==> config.mk <==
export PLATFORM = sky130hd
export DESIGN_NAME = cbus_rr_scheduler
export DESIGN_NICKNAME = d
export VERILOG_FILES = /design/src/rtl/cbus_rr_scheduler_pkg.sv /design/src/rtl/cbus_rr_scheduler_picker.sv /design/src/rtl/cbus_rr_scheduler.sv
export SDC_FILE = /design/constraint.sdc
export NUM_CORES = 1
export LEC_CHECK = 0
export BUFFER_PORTS_ARGS = -buffer_cell sky130_fd_sc_hd__clkbuf_2
export CELL_PAD_IN_SITES_DETAIL_PLACEMENT = 0
export CELL_PAD_IN_SITES_GLOBAL_PLACEMENT = 1
export CORE_AREA = 2 2 131 133
export CTS_CLUSTER_SIZE = 10
export DETAILED_ROUTE_END_ITERATION = 7
export DIE_AREA = 0 0 133 135
export PLACE_DENSITY_LB_ADDON = 0.1
export SETUP_SLACK_MARGIN = 0.02
export SYNTH_ARGS = -nofsm -noshare
export SYNTH_HDL_FRONTEND = slang
export SYNTH_SLANG_ARGS = --single-unit
==> constraint.sdc <==
create_clock -name clk -period 2.4 [get_ports clk]
set_clock_uncertainty 0.2 [all_clocks]
set_input_delay 0.48 -clock clk [delete_from_list [all_inputs] [get_ports clk]]
set_output_delay 0.48 -clock clk [all_outputs]
set_load 0.1 [all_outputs]
==> src/rtl/cbus_rr_scheduler_pkg.sv <==
// Shared cbus types for the request scheduler: request/response structs,
// burst length and transfer size encodings, and the scheduler state enum.
package cbus_rr_scheduler_pkg;

    localparam int CBUS_AW = 32;
    localparam int CBUS_DW = 32;
    localparam int CBUS_SW = CBUS_DW / 8;

    typedef enum logic [1:0] {
        MSIZE1 = 2'd0,
        MSIZE2 = 2'd1,
        MSIZE4 = 2'd2,
        MSIZE8 = 2'd3
    } msize_e;

    // len holds beats-minus-one
    typedef enum logic [3:0] {
        MLEN1 = 4'd0,
        MLEN2 = 4'd1,
        MLEN4 = 4'd3,
        MLEN8 = 4'd7
    } mlen_e;

    typedef enum logic {
        S_IDLE = 1'b0,
        S_BUSY = 1'b1
    } sched_state_e;

    typedef struct packed {
        logic               valid;
        logic               is_write;
        logic [CBUS_AW-1:0] addr;
        logic [CBUS_DW-1:0] data;
        logic [CBUS_SW-1:0] strobe;
        msize_e             size;
        mlen_e              len;
    } cbus_req_t;

    typedef struct packed {
        logic               ready;
        logic               last;
        logic [CBUS_DW-1:0] data;
    } cbus_resp_t;

    // Number of beats a burst of the given length carries (5 bits so len=15 would not wrap)
    function automatic logic [4:0] beats_expected(input mlen_e len);
        return {1'b0, len} + 5'd1;
    endfunction

endpackage

==> src/rtl/cbus_rr_scheduler_picker.sv <==
// Combinational winner selection: scans the valid vector starting one
// position after ptr_i (modulo NUM_REQ) and returns the first set entry.
// Passing ptr_i = NUM_REQ-1 turns this into lowest-index-first priority.
module cbus_rr_picker #(
    parameter int NUM_REQ = 2
) (
    input  logic [NUM_REQ-1:0] valid_i,
    input  logic [1:0]         ptr_i,
    output logic               found_o,
    output logic [1:0]         idx_o
);

    logic [3:0] valid_pad;
    logic [1:0] cand;
    logic       hit;
    logic [1:0] win;

    // Rotating first-set search over at most four requesters
    always_comb begin
        valid_pad                = '0;
        valid_pad[NUM_REQ-1:0]   = valid_i;
        cand                     = '0;
        hit                      = 1'b0;
        win                      = '0;
        for (int k = 1; k <= NUM_REQ; k++) begin
            cand = 2'((int'(ptr_i) + k) % NUM_REQ);
            if (!hit && valid_pad[cand]) begin
                hit = 1'b1;
                win = cand;
            end
        end
    end

    assign found_o = hit;
    assign idx_o   = win;

endmodule

==> src/rtl/cbus_rr_scheduler.sv <==
// cbus request scheduler: grants one of NUM_REQ (2..4) upstream requesters
// access to the shared memory bus for one whole burst, routes the bus
// response back to the granted requester and flags beat-count protocol
// errors (sticky until reset).
// Build option: CBUS_RR_SCHED_RR_EN selects round-robin arbitration;
// without it the lowest requester index always wins.
//
// state  | meaning
// S_IDLE | no grant; outputs quiet; picks a winner when any request is valid
// S_BUSY | burst in flight for grant_idx; request/response passed through
module cbus_rr_scheduler
    import cbus_rr_scheduler_pkg::*;
#(
    parameter int NUM_REQ = 2
) (
    input  logic       clk,
    input  logic       reset,
    input  cbus_req_t  ireqs  [NUM_REQ],
    output cbus_resp_t iresps [NUM_REQ],
    output cbus_req_t  oreq,
    input  cbus_resp_t oresp,
    output logic       busy,
    output logic [1:0] grant_idx,
    output logic       proto_err
);

    sched_state_e state_q, state_d;
    logic [1:0]   grant_idx_q, grant_idx_d;
    logic [3:0]   beat_cnt_q, beat_cnt_d;
    logic         proto_err_q, proto_err_d;

    logic [NUM_REQ-1:0] req_valid;
    logic               pick_found;
    logic [1:0]         pick_idx;
    logic [1:0]         pick_ptr;
    cbus_req_t          gnt_req;
    logic [4:0]         beat_num;
    logic [4:0]         beat_exp;

    // Collect the valid bits for the picker
    always_comb begin
        req_valid = '0;
        for (int i = 0; i < NUM_REQ; i++) begin
            req_valid[i] = ireqs[i].valid;
        end
    end

`ifdef CBUS_RR_SCHED_RR_EN
    logic [1:0] rr_ptr_q, rr_ptr_d;

    // Pointer follows the most recent winner so the search starts just past it
    always_comb begin
        rr_ptr_d = rr_ptr_q;
        if (state_q == S_IDLE && pick_found) begin
            rr_ptr_d = pick_idx;
        end
    end

    // Round-robin pointer register
    always_ff @(posedge clk) begin
        if (reset) begin
            rr_ptr_q <= 2'(NUM_REQ - 1);
        end else begin
            rr_ptr_q <= rr_ptr_d;
        end
    end

    assign pick_ptr = rr_ptr_q;
`else
    // Fixed start point: search always begins at requester 0
    assign pick_ptr = 2'(NUM_REQ - 1);
`endif

    cbus_rr_picker #(
        .NUM_REQ (NUM_REQ)
    ) u_picker (
        .valid_i (req_valid),
        .ptr_i   (pick_ptr),
        .found_o (pick_found),
        .idx_o   (pick_idx)
    );

    // Output muxing: pass the granted request out and route the response back
    always_comb begin
        oreq    = '0;
        gnt_req = '0;
        for (int i = 0; i < NUM_REQ; i++) begin
            iresps[i] = '0;
        end
        if (state_q == S_BUSY) begin
            for (int i = 0; i < NUM_REQ; i++) begin
                if (grant_idx_q == 2'(i)) begin
                    gnt_req   = ireqs[i];
                    iresps[i] = oresp;
                end
            end
            oreq = gnt_req;
        end
    end

    assign beat_num = {1'b0, beat_cnt_q} + 5'd1;
    assign beat_exp = beats_expected(gnt_req.len);

    // Next-state, grant, beat counter and error flag
    always_comb begin
        state_d     = state_q;
        grant_idx_d = grant_idx_q;
        beat_cnt_d  = beat_cnt_q;
        proto_err_d = proto_err_q;
        case (state_q)
            S_IDLE: begin
                beat_cnt_d  = '0;
                grant_idx_d = '0;
                if (pick_found) begin
                    state_d     = S_BUSY;
                    grant_idx_d = pick_idx;
                end
            end
            S_BUSY: begin
                if (!gnt_req.valid) begin
                    // requester withdrew mid-burst
                    state_d     = S_IDLE;
                    grant_idx_d = '0;
                    beat_cnt_d  = '0;
                    proto_err_d = 1'b1;
                end else if (oresp.ready) begin
                    beat_cnt_d = beat_cnt_q + 4'd1;
                    if (oresp.last) begin
                        if (beat_num != beat_exp) begin
                            proto_err_d = 1'b1;
                        end
                        state_d     = S_IDLE;
                        grant_idx_d = '0;
                        beat_cnt_d  = '0;
                    end else if (beat_num > beat_exp) begin
                        proto_err_d = 1'b1;
                    end
                end
            end
            default: begin
                state_d     = S_IDLE;
                grant_idx_d = '0;
                beat_cnt_d  = '0;
            end
        endcase
    end

    // State registers
    always_ff @(posedge clk) begin
        if (reset) begin
            state_q     <= S_IDLE;
            grant_idx_q <= '0;
            beat_cnt_q  <= '0;
            proto_err_q <= 1'b0;
        end else begin
            state_q     <= state_d;
            grant_idx_q <= grant_idx_d;
            beat_cnt_q  <= beat_cnt_d;
            proto_err_q <= proto_err_d;
        end
    end

    assign busy      = (state_q == S_BUSY);
    assign grant_idx = grant_idx_q;
    assign proto_err = proto_err_q;

endmodule

# ---- Word-level counts from Yosys, hierarchy flattened
# Index checks and enable logic that the tools add are counted.
dict set report op_classes {
  bitwise 1
  eq_ne 7
  n_mux 28
  add_sub_neg 3
  order_cmp 1
  reduce_logical 5
}
# op count
set ops {}
lappend ops {{$mux W76} 3}
lappend ops {{$mux W34} 2}
lappend ops {{$mux W68} 1}
lappend ops {{$mux W1} 12}
lappend ops {{$mux W4} 3}
lappend ops {{$add A4 B1 Y5 const B} 2}
lappend ops {{$mux W2} 4}
lappend ops {{$pmux W4 S2} 1}
lappend ops {{$ne A3 B3 Y1 const B} 2}
lappend ops {{$gt A5 B5 Y1} 1}
lappend ops {{$ne A5 B5 Y1} 1}
lappend ops {{$add A4 B1 Y4 const B} 1}
lappend ops {{$pmux W2 S2} 1}
lappend ops {{$reduce_and A4 Y1} 1}
lappend ops {{$ne A3 B1 Y1 const B} 1}
lappend ops {{$ne A3 B2 Y1 const B} 1}
lappend ops {{$eq A2 B1 Y1 const B} 1}
lappend ops {{$logic_not A2 Y1} 1}
lappend ops {{$ne A2 B1 Y1 const B} 1}
lappend ops {{$pmux W1 S2} 1}
lappend ops {{$reduce_and A2 Y1} 1}
lappend ops {{$logic_and A1 B1 Y1} 1}
lappend ops {{$logic_not A1 Y1} 1}
lappend ops {{$not A1 Y1} 1}
dict set report word_totals {
  output_inout_bits 148
  ff_bits 8
}

# ---- Depth between registers and ports, before layout
dict set report depth {
  ltp_word 10
  mapped_depth 11
  mapped_depth_nobuf 10
}

# ---- By module
# Synthesis repeated with hierarchy kept, for this count alone.
dict set report hier_totals {
  cells_unflattened 356
  hier_area_um2 2165.8
}
# module cells_per_inst area_each_um2 instances
set by_module_without_submodules {}
lappend by_module_without_submodules {cbus_rr_scheduler 352 2140.8 1}
lappend by_module_without_submodules {cbus_rr_picker 4 25.0 1}

# ---- Worst setup path before layout
# OpenSTA, ideal clock, no wires.
dict set report synth_timing {
  kind {reg2reg}
  start {reg state_q, in the netlist busy}
  end {reg proto_err_q, in the netlist proto_err}
  setup_ns 0.116
  arrival_ns 4.189
  required_time_ns 2.084
  stages_incl_launch_ff 11
  slack_ns -2.106
  path_buffers 1
  period_less_slack_ns 4.506
  cell_sequence {dfxtp_1 > inv_1 > buf_2 > nor2_1 > ha_1 > nand3_1 > ha_1 > and3_1 > o21ai_0 > nand3_1 > a41o_2}
}
# item line
set synth_lines {}
lappend synth_lines {{start, declared} cbus_rr_scheduler.sv:27} ;# sched_state_e state_q, state_d;
lappend synth_lines {{start signal, assigned} cbus_rr_scheduler.sv:156} ;# state_q <= state_d;
lappend synth_lines {{end signal, assigned} cbus_rr_scheduler.sv:159} ;# proto_err_q <= proto_err_d;
lappend synth_lines {{end, declared} cbus_rr_scheduler.sv:30} ;# logic proto_err_q, proto_err_d;

==> run metrics <==
status=complete, no violations; worst hold path class=primary input to register; Storage cell area=about 150 um2; aggregate global-route resource usage=15.3%; Hold Slack=0.274 ns; worst slew slack as a fraction of its limit=57.7%; FP Rows=47; vias in the first global route=3574; gp weighted congestion=0.812; share of cells above drive strength 1=86.4%; Max Cap Violations=0; Die Width=133 um; Reg-to-Reg Start=grant_idx[0]; Power Internal=1210 uW; Congestion Overflow GR=0; io pins=between 300 and 400; CP endpoint kind=primary output; Port Buffers=334; Clock power frac=10.2%; most frequent cells in the layout=189 x clkbuf_2, 149 x buf_12, 74 x nor2_4; CTS tree=done; achievable frequency=431 MHz; Worst Tran Pin Value=0.635 ns; Startpoint Class=register; Starting Density=13.2%; area of placed instances=6990 um2; clk sinks=7; async set-reset flop share out of synthesis=0%; Clock Pin Slew Worst Setup and Hold Paths=0.04 ns; flip-flop and latch count after synthesis=7; Mean Syn Cell Area=6.97 um2; CP Launch Point=grant_idx[0]; Antenna Nets Post-Route=0; met2 GRT Util=30.3%; final setup fails=0; DIE AREA=18000 um2; endpoints failing hold=0; largest net degree at the start of global routing=41; Mapped Area=2170 um2; vias per inst=4.03; Worst EP required=1.72 ns; Sw Ratio=56.6%; routed via count=3466; WL/cell=16.9 um; core area=16400 um2; R2R Path End=proto_err; Ys Warns=0; initial drt markers=77; sequential fraction of the synthesis area=6.45%; final slew viol count=0; number of flops mapped to enable cells by yosys=0; drt drc=0; CTS H-tree depth=1; area delta synth->final=240%; Setup TNS=0 ns; CP Max Fanout=37; hold_sp=reset; CTS root buf=clkbuf_16; M1 GR Usage=16.2%; min Tclk post-route=2.32 ns; chip height=135 um; crit path DAT=1.64 ns; depth of the worst hold-timing path=2; Power, Total=2790 uW; later-pin clock latency in the skew report=0.23 ns; GR peak layer=met2; commonest non-fill, non-tap cell in the layout=clkbuf_2; CTS Buffer Depth=2; grt met3 use=between 4 and 5%; Primary FF master, synth=dfxtp_1; LEAKAGE=0.00318 uW; RSZ-0062 raised after global routing=true; DRT Wirelength=14500 um; Seq pwr share=4.6%; reg2reg setup slack=0.09 ns; cell count after synthesis=312; pwr/cell area=379 nW/um2; Multi-input gate area=2740 um2; Finished Cell Area=7380 um2; logic gate share of total power=between 80% and 90%; worst vdd ir=0.190 mV; global-route wire length before repair=21500 um; Critical Path End=oreq[69]; Net Sw Power=1580 uW; initial antenna violation count=1; Post-layout nets=834; FF-to-FF path depth=9; count of cell types in the netlist=29; fin crit share=96.7%; TritonCTS Buffers=3; post-DP HPWL=12400 um; FILL cells=1528; TritonRoute pass-1 iters=4; Cells after DPL=848; WS Path Type=register to primary output; Synthesized Nets=between 500 and 600; final cell count without fillers=about 860
-- per-stage QoR --
stage,setup slack (ns),utilization [%]
after CTS,0.0201,44.5
after detailed placement,-0.0549,42.6
after floorplan,-0.660,-
after global placement,0.0253,42.6
final,0.0785,45.0
after global routing,-0.00984,45.0
-- how the worst min path moves through the flow --
stage / endpoint / slack [ns]
3_5_place_dp: beat_cnt_q[3] / 0.27
5_1_grt: busy / 0.28
2_1_floorplan: beat_cnt_q[1] / 0.25
4_1_cts: busy / 0.27
3_3_place_gp: beat_cnt_q[3] / 0.26
6_report: busy / 0.27
-- critical path, cell delays in order, from the launching register on --
cell	delay (ns)
dfxtp_4	0.40
buf_12	0.20
buf_16	0.22
mux2i_1	0.31
nor2_4	0.06
buf_12	0.18
-- cells by family (layout without fill, tap and decap cells) --
logic type	Yosys count	in the layout	synth area share, %
and+or+nand+nor	172	172	39.4
other	1	2	0.173
xor gates and xnor gates	4	4	1.61
buffers and inverters	33	359	9.44
adders and majority gates	7	7	4.03
muxes	76	76	35.5
AOI/OAI and AO/OA	12	12	3.45
DFF	7	7	6.45
-- timing repair --
| action | CTS | global route |
|---|---|---|
| hold buffers | 0 | 0 |
| resized for setup | 34 | 18 |
| cloned | 2 | 0 |
| setup endpoints to repair | 105 | 17 |
| setup buffers | 4 | 0 |
-- metal layers --
layer | vias up | part of all wire, % | wire length (um)
met4 | 0 | 1.6 | 226
met1 | 1529 | 35 | 5020
met3 | 12 | 9.2 | 1340
li1 | 1719 | - | -
met2 | 206 | 55 | 7930
met5 | - | 0 | 0
-- power groups by stage --
stage	registers (uW)	logic, uW	clock network, uW
after global placement	131	2320	0
after detailed placement	131	2330	0
after global routing	129	2460	295
final	128	2380	285
after floorplan	158	1450	0
after CTS	128	2390	281
-- sequential cells by signal, summed over array words and instances, names as in the netlist --
register and flops:
busy 1, beat_cnt_q 4, proto_err 1, grant_idx 1
-- final cells by class --
type	instances	share of cell area [%]
multi-input combinational	272	37.1
clock buffer	4	1.07
tap	220	3.73
inverter	4	0.305
antenna	1	0.0339
sequential	7	2.00
timing repair buffer	351	55.8
-- Yosys cell counts (3+ instances only) --
cell | count | share of area (%)
a21oi_1 | 6 | 1.4
inv_1 | 4 | 0.69
buf_4 | 3 | 1.0
buf_6 | 8 | 4.1
dfxtp_1 | 7 | 6.4
buf_2 | 8 | 1.8
xnor2_1 | 3 | 1.2
and2_1 | 34 | 9.8
ha_1 | 7 | 4.0
mux2i_1 | 74 | 34
and3_1 | 36 | 10
nand2_1 | 5 | 0.86
nand3b_1 | 3 | 1.0
nand3_1 | 6 | 1.4
clkbuf_1 | 10 | 1.7
nor2_1 | 82 | 14
No activity file was read; power rests on OpenSTA's default activity.
